<file path="config.mk">
export PLATFORM = sky130hd
export DESIGN_NAME = tpsram_fifo_ctrl
export DESIGN_NICKNAME = d
export VERILOG_FILES = /design/src/rtl/tpsram_fifo_ctrl.sv
export SDC_FILE = /design/constraint.sdc
export NUM_CORES = 1
export LEC_CHECK = 0
export ABC_AREA = 0
export CAP_MARGIN = 10
export CORE_MARGIN = 4
export CORE_UTILIZATION = 49
export CTS_BUF_LIST = sky130_fd_sc_hd__clkbuf_16
export CTS_CLUSTER_SIZE = 30
export DETAILED_ROUTE_END_ITERATION = 7
export PLACE_DENSITY = 0.91
export SLEW_MARGIN = 20
export SYNTH_ARGS = -nofsm -noshare
export SYNTH_HDL_FRONTEND = slang
export SYNTH_SLANG_ARGS = --single-unit
</file>
<file path="constraint.sdc">
create_clock -name CLK -period 6 [get_ports CLK]
set_input_delay 0.6 -clock CLK [delete_from_list [all_inputs] [get_ports CLK]]
set_output_delay 0.6 -clock CLK [all_outputs]
set_load 0.05 [all_outputs]
</file>
<file path="src/rtl/tpsram_fifo_ctrl.sv">
// tpsram_fifo_ctrl: width-converting FIFO sequencer around a 512x64-write /
// 4096x8-read two-port SRAM. 64-bit words are written through the SRAM write
// port and streamed out one byte per clock through a small output skid FIFO
// that absorbs the one-cycle SRAM read latency.
module tpsram_fifo_ctrl #(
    parameter int DEPTH_BYTES = 4096,
    parameter int OBUF_DEPTH  = 2
) (
    input  logic        CLK,
    input  logic        RESET,
    input  logic [63:0] IN_DATA,
    input  logic        IN_VALID,
    output logic        IN_READY,
    output logic [7:0]  OUT_DATA,
    output logic        OUT_VALID,
    input  logic        OUT_READY,
    input  logic        FLUSH,
    output logic [12:0] LEVEL,
    output logic [63:0] W_DATA,
    output logic [8:0]  W_ADDR,
    output logic        W_EN,
    output logic [11:0] R_ADDR,
    input  logic [7:0]  R_DATA
);

    localparam int IW   = (OBUF_DEPTH > 1) ? $clog2(OBUF_DEPTH) : 1;
    localparam int CNTW = $clog2(OBUF_DEPTH + 1);
    localparam int CW   = CNTW + 1;

    // Occupancy is tracked by r_resv/r_avail, so the pointers only need
    // their address bits; the wrap bits would carry no extra information.
    logic [8:0]      r_wptr;
    logic [11:0]     r_rptr;
    logic [12:0]     r_resv;
    logic [12:0]     r_avail;
    logic            r_inflight;

    logic            r_wen;
    logic [8:0]      r_waddr;
    logic [63:0]     r_wdata;

    logic [7:0]      r_obuf [OBUF_DEPTH];
    logic [IW-1:0]   r_ob_head;
    logic [IW-1:0]   r_ob_tail;
    logic [CNTW-1:0] r_ob_cnt;

    logic            w_accept;
    logic            w_pop;
    logic            w_push;
    logic            w_issue;
    logic [CW-1:0]   w_occ;
    logic [CW-1:0]   w_lim;

    function automatic logic [IW-1:0] f_next_idx(input logic [IW-1:0] idx);
        if (idx == IW'(OBUF_DEPTH - 1)) begin
            return '0;
        end
        return idx + IW'(1);
    endfunction

    assign IN_READY  = !RESET && !FLUSH && (r_resv <= 13'(DEPTH_BYTES - 8));
    assign w_accept  = IN_VALID && IN_READY;
    assign OUT_VALID = (r_ob_cnt != '0);
    assign OUT_DATA  = r_obuf[r_ob_head];
    assign w_pop     = OUT_VALID && OUT_READY;
    assign w_push    = r_inflight;

    // Issue only if the byte returning next cycle is guaranteed a skid slot,
    // counting the byte already in flight and any byte leaving this cycle.
    assign w_occ   = CW'(r_ob_cnt) + CW'(r_inflight);
    assign w_lim   = CW'(OBUF_DEPTH) + CW'(w_pop);
    assign w_issue = !FLUSH && (r_avail != '0) && (w_occ < w_lim);

    assign R_ADDR = r_rptr;
    assign LEVEL  = r_resv;
    assign W_EN   = r_wen;
    assign W_ADDR = r_waddr;
    assign W_DATA = r_wdata;

    // Write port: register the accepted word one cycle ahead of the SRAM edge.
    always_ff @(posedge CLK or posedge RESET) begin
        if (RESET) begin
            r_wen   <= 1'b0;
            r_waddr <= '0;
            r_wdata <= '0;
            r_wptr  <= '0;
        end else if (FLUSH) begin
            r_wen  <= 1'b0;
            r_wptr <= '0;
        end else begin
            r_wen <= w_accept;
            if (w_accept) begin
                r_waddr <= r_wptr;
                r_wdata <= IN_DATA;
                r_wptr  <= r_wptr + 9'd1;
            end
        end
    end

    // Byte accounting: reservation (accepted, not popped) and availability
    // (written to SRAM, not yet issued), plus the read pointer.
    always_ff @(posedge CLK or posedge RESET) begin
        if (RESET) begin
            r_resv     <= '0;
            r_avail    <= '0;
            r_rptr     <= '0;
            r_inflight <= 1'b0;
        end else if (FLUSH) begin
            r_resv     <= '0;
            r_avail    <= '0;
            r_rptr     <= '0;
            r_inflight <= 1'b0;
        end else begin
            r_resv     <= r_resv + {9'd0, w_accept, 3'd0} - {12'd0, w_pop};
            r_avail    <= r_avail + {9'd0, r_wen, 3'd0} - {12'd0, w_issue};
            r_inflight <= w_issue;
            if (w_issue) begin
                r_rptr <= r_rptr + 12'd1;
            end
        end
    end

    // Output skid FIFO: captures R_DATA the cycle after issue, head drives OUT_DATA.
    always_ff @(posedge CLK or posedge RESET) begin
        if (RESET) begin
            for (int i = 0; i < OBUF_DEPTH; i++) begin
                r_obuf[i] <= '0;
            end
            r_ob_head <= '0;
            r_ob_tail <= '0;
            r_ob_cnt  <= '0;
        end else if (FLUSH) begin
            r_ob_head <= '0;
            r_ob_tail <= '0;
            r_ob_cnt  <= '0;
        end else begin
            if (w_push) begin
                r_obuf[r_ob_tail] <= R_DATA;
                r_ob_tail         <= f_next_idx(r_ob_tail);
            end
            if (w_pop) begin
                r_ob_head <= f_next_idx(r_ob_head);
            end
            r_ob_cnt <= r_ob_cnt + CNTW'(w_push) - CNTW'(w_pop);
        end
    end

endmodule

</file>
==> impl_metrics.toml, run 1 <==
[yosys]
synthCells = 576
synth_edf_count = 0
async_reset_ff_share_pct = 100
synth_cell_type_count = 65
seq_area_frac_synth_pct = 49.3
syn_area_sq_um = 7200
synthFlopType = "dfrtp_1"
syn_nets = 699
yosysWarnings = 0
avgSynthCellArea_sq_um = 12.5
yosys_register_bits = 142

[grt]
grt.total_usage_pct = 20.2
grt_pass1_wl_um = 26700
grt_pass1_vias = 5169
grt_max_degree = 100
overflow = 0
grt_antenna_before_repair = 1

[routing]
vias = 5091
avgRoutedWirePerCell_um = 17.3
drc = 0
viasPerCell = 5.28
drtAntennaViolNets = 0
wl_um = 16600
drtPass1Iterations = 4
drtIter0Drc = 233

[cells_and_area]
fin_cells = 965
layout-drive-gt1-share_pct = 19.1
nets = 891
area_growth_pct = 35.8
fin_util_pct = 67.6

[setup_path]
crit_start = "RESET"
max_stage_delay_ps = 560
arrival_ps = 4000
cp_max_fo = 10
path_cells = "clkdlybuf4s50_1, nor2_1, nand3_4, nor2_4, inv_1, ha_1, inv_1, ha_1, o21ai_0, o21ai_0, nand3_1, o211ai_1, mux2_2"
path_class = "in2reg"
startpoint_type = "input port"
r2r_cells = 15
end_kind = "flip-flop"
cp_slowest_cell = "nor2_1"
crit_required_ps = 6300
timing.rr.start = "r_inflight"

[die]
die_area_sq_um = 16700
dieWidth_um = 129
start_util_pct = 49.8
dieHeight_um = 129
io_pins = 186
row_count = 44
core_area_sq_um = 14500

[power]
powerDensity_nw_per_um2 = 592
power_leakage_nw = 4.37
max-vdd-ir-drop_mv = 0.347

[placed_design]
io_buffers = 185
place_congestion = 0.887
dp_cells = 933
dpl.hpwl_um = 12100

[clock_tree]
cts_buffers = 17
cts_setup_buffers = 0
ctsResizeCount = 0
insertion_delay_ps = 410
cts_tree = "built"
cts_hold_buffers = 0
root_buffer = "clkbuf_16"
cts.htree.levels = 4
clock_path_buffers = 2
clk_pin_slew_ps = 60
cts.sinks = 142

[worst_hold_path]
hp-class = "reg2reg"
hold_path_depth = 1
holdCritStartpoint = "r_obuf[7]"

[outcome]
outcome = "completed"

[sta]
finalSetupViolCount = 0
hold_violations = 0
fin_crit_sh_pct = 61.8
worst_pin_slew_ps = 1090
final_max_slew_viol_count = 0
rsz0062_at_grt = "false"
hold_ws_ps = 502
max_freq_mhz = 270
tns_ps = 0
fin_crit_ps = 3710
fin_skew_ps = 7.81
max-slew-margin-rel_pct = 27.5

[run]
cap_violations = 0
[final timing paths]
path,to,slack (ps)
min in group asynchronous,LEVEL[7],790
max reg2reg,r_avail[11],2460
min,r_obuf[7],500
min reg2reg,r_obuf[7],500
max,LEVEL[12],2290
max in group asynchronous,W_DATA[55],4100
[area by class of cell]
type	instances	area [sq um]
Sequential cell	142	3550
Clock inverter	14	144
Multi-Input combinational cell	374	3380
Clock buffer	17	425
Antenna cell	1	2.50
Timing Repair Buffer	188	1870
Tap cell	184	230
Inverter	45	174
Fill cell	1032	4700
[layer usage]
layer	vias up	part of all wire (%)	GRT usage (%)
met5	-	0	0
met4	0	0.73	4.82
met3	12	9.2	6.84
met2	188	48	33.3
met1	2483	42	26.0
li1	2408	-	-
[state kept, by name, indices dropped and copies added, names as in the netlist]
signal	flops
r_ob_cnt	2
W_ADDR	9
R_ADDR	12
r_ob_head	1
r_ob_tail	1
r_avail	13
r_inflight	1
W_DATA	64
r_obuf	16
W_EN	1
r_wptr	9
LEVEL	13
[power breakdown]
| group | internal (mW) | leakage [nW] | total (mW) | switching (mW) |
|---|---|---|---|---|
| logic | 1.33 | 2.32 | 3.22 | 1.89 |
| clock network | 0.609 | 0.271 | 1.01 | 0.402 |
| registers | 1.30 | 1.78 | 1.56 | 0.259 |
[cell usage after synthesis (all sizes together), types with 6 or more instances]
library cell / number / area share [%]
mux2: 99 / 18
inv: 45 / 2.3
dfrtp: 142 / 49
nand4: 10 / 0.96
o31ai: 6 / 0.63
xnor2: 11 / 1.3
xor2: 11 / 1.3
buf: 11 / 1.2
and3: 7 / 0.61
nor3b: 6 / 0.69
o21ai: 13 / 1.1
nor2b: 10 / 0.87
nor2: 37 / 2.0
nor3: 10 / 0.69
nand2: 19 / 1.2
nand3: 7 / 0.66
ha: 44 / 7.6
a21oi: 16 / 1.2
[critical path: cells and delay by family]
kind	cells	cell delay, ps
AND/OR/NAND/NOR	4	1160
AO/OA/AOI/OAI	3	680
buffers and inverters	3	610
adder cells (fa/ha/maj)	2	590
multiplexers	1	350
[layout by cell type, fill, tap and decap left out, types with 15 or more instances in the layout]
| master | n |
|---|---|
| clkbuf_16 | 17 |
| a21oi_1 | 15 |
| nand2_1 | 18 |
| mux2_4 | 50 |
| dfrtp_1 | 142 |
| clkdlybuf4s50_1 | 184 |
| nor2_1 | 36 |
| ha_1 | 44 |
| mux2_2 | 49 |
| inv_1 | 43 |
[metrics by stage]
| step | setup WS, ps | total power, mW | area [sq um] |
|---|---|---|---|
| 2_1_floorplan | 1590 | 3.86 | 7200 |
| 3_3_place_gp | 2020 | 4.71 | 9210 |
| 3_5_place_dp | 1890 | 4.79 | 9210 |
| 4_1_cts | 2330 | 5.83 | 9780 |
| 5_1_grt | 2090 | 6.14 | 9780 |
| 6_report | 2290 | 5.79 | 9780 |
[kinds of logic (layout without fill, tap and decap cells)]
family	Yosys count	in the layout	synth area share (%)
simple gates	134	134	10.6
fa+ha+maj	46	46	8.20
compound gates	70	70	6.88
mux	102	102	18.5
buf+inv	60	264	3.79
xor+xnor	22	22	2.67
flops	142	142	49.3
other cells	0	1	0
No activity file was read; power rests on OpenSTA's default activity.
==> inputs of run 2 (changes only) <==
- clock period: 6 -> 3.9 ns (I/O delays scaled with it)
==> run 2 against run 1 <==
Effect of this change:
- sequential power is 53% higher
- utilization up 0.61 points
- global-route usage grew 0.077 points
- highest routed layer unchanged
==> impl_metrics.toml, run 2 (synthesis results as in run 1) <==
[power]
powerDensity_nw_per_um2 = 922
max-vdd-ir-drop_mv = 0.735
power_mw = 9.10
power_leakage_nw = 4.41

[setup_path]
crit_start = "r_inflight"
startpoint_type = "flip-flop"
crit_required_ps = 4230
cp_max_fo = 10
path_class = "reg2reg"
end_kind = "flip-flop"
timing.rr.start = "r_inflight"
arrival_ps = 3820

[grt]
grt_antenna_before_repair = 0
grt_pass1_vias = 5261
grt.total_usage_pct = 20.3
grt_max_degree = 82
overflow = 0
grt_pass1_wl_um = 26900

[clock_tree]
clk_pin_slew_ps = 60
clock_path_buffers = 2
cts_setup_buffers = 0
cts.htree.levels = 4
cts.sinks = 142
cts_tree = "built"
root_buffer = "clkbuf_16"
cts_hold_buffers = 0
cts_buffers = 17
ctsResizeCount = 0
insertion_delay_ps = 420

[cells_and_area]
layout-drive-gt1-share_pct = 19.4
layout_common_cells = "clkdlybuf4s50_1, dfrtp_1, mux2_4"
largest_reg_flops = 64
fin_cells = 969
area_growth_pct = 37.0
diodes = 0
nets = 895
final_common_cell = "clkdlybuf4s50_1"
nFillCells = 1006

[routing]
vias = 5108
drtPass1Iterations = 4
viasPerCell = 5.27
drc = 0
drtAntennaViolNets = 0
drtIter0Drc = 233
wl_um = 16800
avgRoutedWirePerCell_um = 17.4

[sta]
final_max_slew_viol_count = 0
max-slew-margin-rel_pct = 25.1
setup_ws_ps = 410
max_freq_mhz = 287
fin_skew_ps = 7.64
tns_ps = 0
finalSetupViolCount = 0
rsz0062_at_grt = "false"
worst_pin_slew_ps = 1120
hold_violations = 0
fin_crit_ps = 3490
hold_ws_ps = 415
fin_crit_sh_pct = 89.5

[placed_design]
place_congestion = 0.854
dp_cells = 937
pre_cts_slack_ps = 203
io_buffers = 185
dpl.hpwl_um = 12200

[outcome]
outcome = "completed"

[die]
die_area_sq_um = 16700
dieHeight_um = 129
start_util_pct = 49.8
row_count = 44
io_pins = 186
dieWidth_um = 129
core_area_sq_um = 14500

[run]
cap_violations = 0

[worst_hold_path]
holdCritStartpoint = "FLUSH"
hp-class = "in2reg"
run 2: where the power goes:
| group | leakage, nW | switching, mW | internal, mW |
|---|---|---|---|
| registers | 1.78 | 0.386 | 2.01 |
| logic | 2.34 | 2.95 | 2.06 |
| clock network | 0.288 | 0.629 | 1.07 |
| total | 4.41 | 3.96 | 5.14 |
run 2: path summary, 6_finish.rpt:
| kind | to | slack [ps] | cells past startpoint |
|---|---|---|---|
| setup / recovery | r_avail[11] | 410 | 15 |
| hold / removal | W_EN | 420 | 3 |
| setup reg to reg | r_avail[11] | 410 | 15 |
| hold reg to reg | R_ADDR[11] | 490 | 1 |
| max in group asynchronous | r_avail[12] | 2480 | 3 |
| min in group asynchronous | W_DATA[59] | 530 | 2 |
run 2: through the flow:
| step | instance area [sq um] | utilization (%) |
|---|---|---|
| final | 9870 | 68.2 |
| after global routing | 9870 | 68.2 |
| after CTS | 9870 | 68.2 |
| after detailed placement | 9250 | 63.9 |
| after global placement | 9250 | 63.9 |
| after floorplan | 7210 | - |
run 2: per-layer routing:
metal	up-vias	routed length (um)	track usage, %
met4	0	153	5.87
met2	196	7650	32.3
li1	2422	-	-
met1	2476	7580	27.2
met3	14	1470	5.94
met5	-	0	0
run 2: final cells by class:
class	instances	area (sq um)	share of cell area [%]
Clock buffer	17	425	4.31
Clock inverter	15	194	1.96
Inverter	45	173	1.75
Multi-Input combinational cell	374	3380	34.3
Sequential cell	142	3550	36.0
Tap cell	184	230	2.33
Timing Repair Buffer	192	1910	19.4
run 2: critical path, stage by stage, from the launching register on:
cell	delay [ps]
dfrtp_1	430
ha_1	230
ha_1	190
nor2_1	120
o31a_4	220
nand2_8	80
inv_2	90
ha_1	130
inv_1	40
ha_1	210
fa_1	400
a21o_1	200
a221o_1	340
and2_1	160
or4_1	390
a21oi_1	170
